[src/rtl/vga_sync_generator.sv]
// ---------------------------------------------------------------------------
// vga_sync_generator
//
// Purpose: generates VGA raster timing. It keeps pixel-column and line
// counters and decodes the visible-area flag and the active-low sync pulses.
// It also produces a pixel-rate enable and a once-per-frame start pulse.
// Every output comes straight from a flop.
//
// Ports:
//   clk        - single clock; all state changes on its rising edge
//   reset      - synchronous, active-high; restarts the raster at (0,0)
//   hCounter   - current pixel column, 0..H_TOTAL-1
//   vCounter   - current line, 0..V_TOTAL-1
//   vidOn      - high while (hCounter, vCounter) lies in the visible area
//   hsync_n    - active-low horizontal sync, aligned with the counters
//   vsync_n    - active-low vertical sync, aligned with the counters
//   pixelTick  - high in the last clk cycle of each pixel
//   frameStart - one-cycle pulse when (0,0) is shown with pixelTick high
//
// Configuration macro: VGA_PIXEL_DIV2_EN
//   defined   -> pixelTick toggles every cycle, so each pixel lasts 2 clks
//   undefined -> pixelTick stays at 1 after reset, so each pixel lasts 1 clk
// ---------------------------------------------------------------------------
module vga_sync_generator #(
  parameter int H_VISIBLE = 640,
  parameter int H_FRONT   = 16,
  parameter int H_SYNC    = 96,
  parameter int H_BACK    = 48,
  parameter int V_VISIBLE = 480,
  parameter int V_FRONT   = 10,
  parameter int V_SYNC    = 2,
  parameter int V_BACK    = 33
) (
  input  logic       clk,
  input  logic       reset,
  output logic [9:0] hCounter,
  output logic [9:0] vCounter,
  output logic       vidOn,
  output logic       hsync_n,
  output logic       vsync_n,
  output logic       pixelTick,
  output logic       frameStart
);

  localparam int H_TOTAL = H_VISIBLE + H_FRONT + H_SYNC + H_BACK;
  localparam int V_TOTAL = V_VISIBLE + V_FRONT + V_SYNC + V_BACK;

  localparam logic [9:0] H_LAST       = 10'(H_TOTAL - 1);
  localparam logic [9:0] V_LAST       = 10'(V_TOTAL - 1);
  localparam logic [9:0] H_VIS        = 10'(H_VISIBLE);
  localparam logic [9:0] V_VIS        = 10'(V_VISIBLE);
  localparam logic [9:0] H_SYNC_FIRST = 10'(H_VISIBLE + H_FRONT);
  localparam logic [9:0] H_SYNC_LAST  = 10'(H_VISIBLE + H_FRONT + H_SYNC - 1);
  localparam logic [9:0] V_SYNC_FIRST = 10'(V_VISIBLE + V_FRONT);
  localparam logic [9:0] V_SYNC_LAST  = 10'(V_VISIBLE + V_FRONT + V_SYNC - 1);

  logic [9:0] h_next;
  logic [9:0] v_next;
  logic       tick_next;

  // Counter positions after the coming edge. The registered pixelTick marks
  // the last cycle of a pixel, so the counters move only when it is set.
  always_comb begin
    h_next = hCounter;
    v_next = vCounter;
    if (pixelTick) begin
      if (hCounter == H_LAST) begin
        h_next = '0;
        if (vCounter == V_LAST) begin
          v_next = '0;
        end else begin
          v_next = vCounter + 10'd1;
        end
      end else begin
        h_next = hCounter + 10'd1;
      end
    end
  end

  // The tick comes out of reset low in both builds. As a result, the first
  // pixel (0,0) always lasts two cycles.
`ifdef VGA_PIXEL_DIV2_EN
  assign tick_next = ~pixelTick;
`else
  assign tick_next = 1'b1;
`endif

  // Decode from the next counter values. The registered flags then always
  // describe the counter values shown alongside them.
  always_ff @(posedge clk) begin
    if (reset) begin
      hCounter   <= '0;
      vCounter   <= '0;
      pixelTick  <= 1'b0;
      frameStart <= 1'b0;
      vidOn      <= 1'b1;
      hsync_n    <= 1'b1;
      vsync_n    <= 1'b1;
    end else begin
      hCounter   <= h_next;
      vCounter   <= v_next;
      pixelTick  <= tick_next;
      frameStart <= (h_next == '0) && (v_next == '0) && tick_next;
      vidOn      <= (h_next < H_VIS) && (v_next < V_VIS);
      hsync_n    <= !((h_next >= H_SYNC_FIRST) && (h_next <= H_SYNC_LAST));
      vsync_n    <= !((v_next >= V_SYNC_FIRST) && (v_next <= V_SYNC_LAST));
    end
  end

endmodule

[config.mk]
export PLATFORM = sky130hd
export DESIGN_NAME = vga_sync_generator
export DESIGN_NICKNAME = d
export VERILOG_FILES = /design/src/rtl/vga_sync_generator.sv
export SDC_FILE = /design/constraint.sdc
export NUM_CORES = 1
export LEC_CHECK = 0
export BUFFER_PORTS_ARGS = -buffer_cell sky130_fd_sc_hd__clkbuf_2
export CAP_MARGIN = 5
export CORE_MARGIN = 10
export CORE_UTILIZATION = 40
export CTS_BUF_LIST = sky130_fd_sc_hd__clkbuf_8
export CTS_CLUSTER_DIAMETER = 30
export CTS_CLUSTER_SIZE = 16
export DETAILED_ROUTE_END_ITERATION = 10
export PLACE_DENSITY = 0.62
export SETUP_SLACK_MARGIN = 0.15
export SLEW_MARGIN = 20
export SYNTH_ARGS = -nofsm -noshare
export SYNTH_HDL_FRONTEND = slang
export SYNTH_SLANG_ARGS = --single-unit
[constraint.sdc]
create_clock -name clk -period 6.21 [get_ports clk]
set_input_delay 1.5525 -clock clk [delete_from_list [all_inputs] [get_ports clk]]
set_output_delay 1.5525 -clock clk [all_outputs]
set_load 0.01 [all_outputs]
==> results.toml <==
[outcome]
status = "finished, final reports clean"

[critical_path]
critPathMaxStageDelay_ns = 0.48
worstPathRequired_ns = 6.35
end_kind = "flip-flop"
path_class = "flip-flop to flip-flop"
slowest_stage = "dfxtp_1"
crit_fanout = 13
startpoint_type = "flip-flop"
path_cells = "ha_1 -> and2_1 -> nand4_4 -> nor3_1 -> xnor2_1 -> a2111oi_4 -> nand4_1"
crit_arrival_ns = 2.75

[floorplan]
die_w_um = 81.5
die_y_um = 81.5
initial_core_util = 0.414
std_cell_rows = 22
io_pins = 27
die-area_um2 = 6650
core-area_um2 = 3660

[synthesis]
synth_nets = 182
yosysWarnings = 0
synth_cell_types = 52
synthesis.instances = 177
async_flop_share = 0
syn_avg_cell_area_um2 = 8.56
synth_edf_count = 0
synthesis.area_um2 = 1520
yosysSeqAreaShare = 0.330
synth_ff_type = "dfxtp_1"
ys_ff_latch = 25

[cells_and_area]
design_area_um2 = 1700
final_common_cell = "clkbuf_2"
fillers = 366
drive_gt1_frac = 0.226
syn_to_final_growth_pct = 12.3
final_cell_mix = "clkbuf_2, nor2_1, dfxtp_1, nand2_1, nand3_1"
final_util = 0.465
nets = 205
antenna_cells = 0

[grt]
gr-usage-met1 = 0.148
grt_pass1_vias = 1253
antenna_found_initial = 0
overflow = 0
grt_max_degree = 15
gr-max-usage-layer = "met2"
grt_usage = 0.114
grt_pass1_wl_um = 6090
met3_usage = 0.0295
use_met2 = 0.174

[clock_tree]
cts_root_buf = "clkbuf_8"
cts.sinks = 25
clock_latency_ns = 0.28
clock_path_buffers = 2
post_cts_buffers = 0
clk_pin_slew_ns = 0.09
cts_buffers = 3
cts_resized = 0
cts_tree = "yes"
h-tree-depth = 1
ctsHoldBuffers = 0

[timing]
relSlewSlack = 0.687
clock-skew-final_ns = 0.00589
fin_setup_tns_ns = 0
hold_viol = 0
tightest_slew_ns = 0.470
layout_min_cycle_time_ns = 2.61
drv_slew = 0
fmax_mhz = 383
finalSetupViolations = 0
period_share = 0.421
grt_setup_unrepaired = "false"

[placed_design]
hpwlAfterDp_um = 2810
placed_cell_area_um2 = 1660
port_buffers = 26
routabilityCongestion = 0.833

[route]
vias_per_cell = 5.58
drc = 0
routed_wl_um = 3700
wl_per_cell_um = 15.0
detail_route.first_pass.iterations = 4
vias = 1378
drtAntennaViolNets = 0
first_iter_violations = 121

[hold_path]
min_path_type = "flip-flop to flip-flop"

[run]
max-cap-violations = 0

[power]
p_per_area_nw_per_um2 = 163
power_leakage_nw = 0.655
total_power_mw = 0.277
ir_drop_uv = 73.0
[critical path, delay by kind of cell (launching register included)]
kind	cells	cell delay [ns]
and+or+nand+nor	4	1.16
xor gates and xnor gates	1	0.15
DFF	1	0.48
adders and majority gates	1	0.27
AOI/OAI and AO/OA	1	0.40
[sequential cells by signal, indices dropped and copies added, names as in the netlist]
name and count:
vsync_n 1, frameStart 1, pixelTick 1, hsync_n 1, hCounter 10, vidOn 1
vCounter 10
[logic make-up after synthesis]
family,count (synthesis),share of synthesized area
adder cells (fa/ha/maj),3,0.0248
XOR/XNOR,15,0.0917
buffers and inverters,15,0.0504
AO/OA/AOI/OAI,32,0.164
flip-flops,25,0.330
AND/OR/NAND/NOR,86,0.331
multiplexers,1,0.00743
[final cells by class]
cell class,count,area (um^2),area share
repair buffers,26,130,0.0765
flip-flops and latches,25,500,0.294
clock buffers,3,41.3,0.0243
clock inverters,1,5.00,0.00294
multi-input cells,137,938,0.551
inverters,7,26.3,0.0154
well taps,48,60.1,0.0353
[per-layer routing]
metal	vias to the layer above	wire length, um	share of wire
met5	-	0	0
met4	0	55	0.015
met3	5	278	0.075
met2	45	1710	0.46
met1	648	1660	0.45
li1	680	-	-
[per-stage QoR]
| stage | std cells | hold slack (ns) | worst slack [ns] |
|---|---|---|---|
| 2_1_floorplan | 177 | 0.562 | 3.87 |
| 3_3_place_gp | 243 | 0.571 | 3.54 |
| 3_5_place_dp | 243 | 0.578 | 3.44 |
| 4_1_cts | 247 | 0.593 | 3.61 |
| 5_1_grt | 247 | 0.629 | 3.44 |
| 6_report | 247 | 0.597 | 3.60 |
[Yosys cell counts (4+ instances only)]
library cell | instances | area (um^2)
nor2_1 | 25 | 93.8
o21ai_0 | 5 | 25.0
dfxtp_1 | 25 | 500
buf_2 | 4 | 20.0
nand3_1 | 10 | 50.1
xor2_1 | 7 | 61.3
a21oi_1 | 7 | 35.0
nand2_1 | 12 | 45.0
nand4_1 | 8 | 50.1
or3_1 | 4 | 25.0
inv_1 | 7 | 26.3
xnor2_1 | 7 | 61.3
and2_1 | 5 | 31.3
[report_power, final]
group | total [mW] | internal, mW | switching [mW] | leakage, nW
Combinational | 0.0128 | 0.00512 | 0.00768 | 0.427
Clock | 0.0987 | 0.0450 | 0.0537 | 0.0255
Sequential | 0.165 | 0.162 | 0.00300 | 0.202
Total | 0.277 | 0.212 | 0.0644 | 0.655
[path summary, 6_finish.rpt]
kind | startpoint | endpoint | slack (ns) | depth (start not counted)
setup / recovery | hCounter[0]$_SDFF_PP0_ | vsync_n$_SDFF_PP1_ | 3.60 | 7
hold / removal | vCounter[4]$_SDFF_PP0_ | vCounter[4]$_SDFF_PP0_ | 0.60 | 2
setup reg to reg | hCounter[0]$_SDFF_PP0_ | vsync_n$_SDFF_PP1_ | 3.60 | 7
hold reg to reg | vCounter[4]$_SDFF_PP0_ | vCounter[4]$_SDFF_PP0_ | 0.60 | 2
No activity file was read; power rests on OpenSTA's default activity.
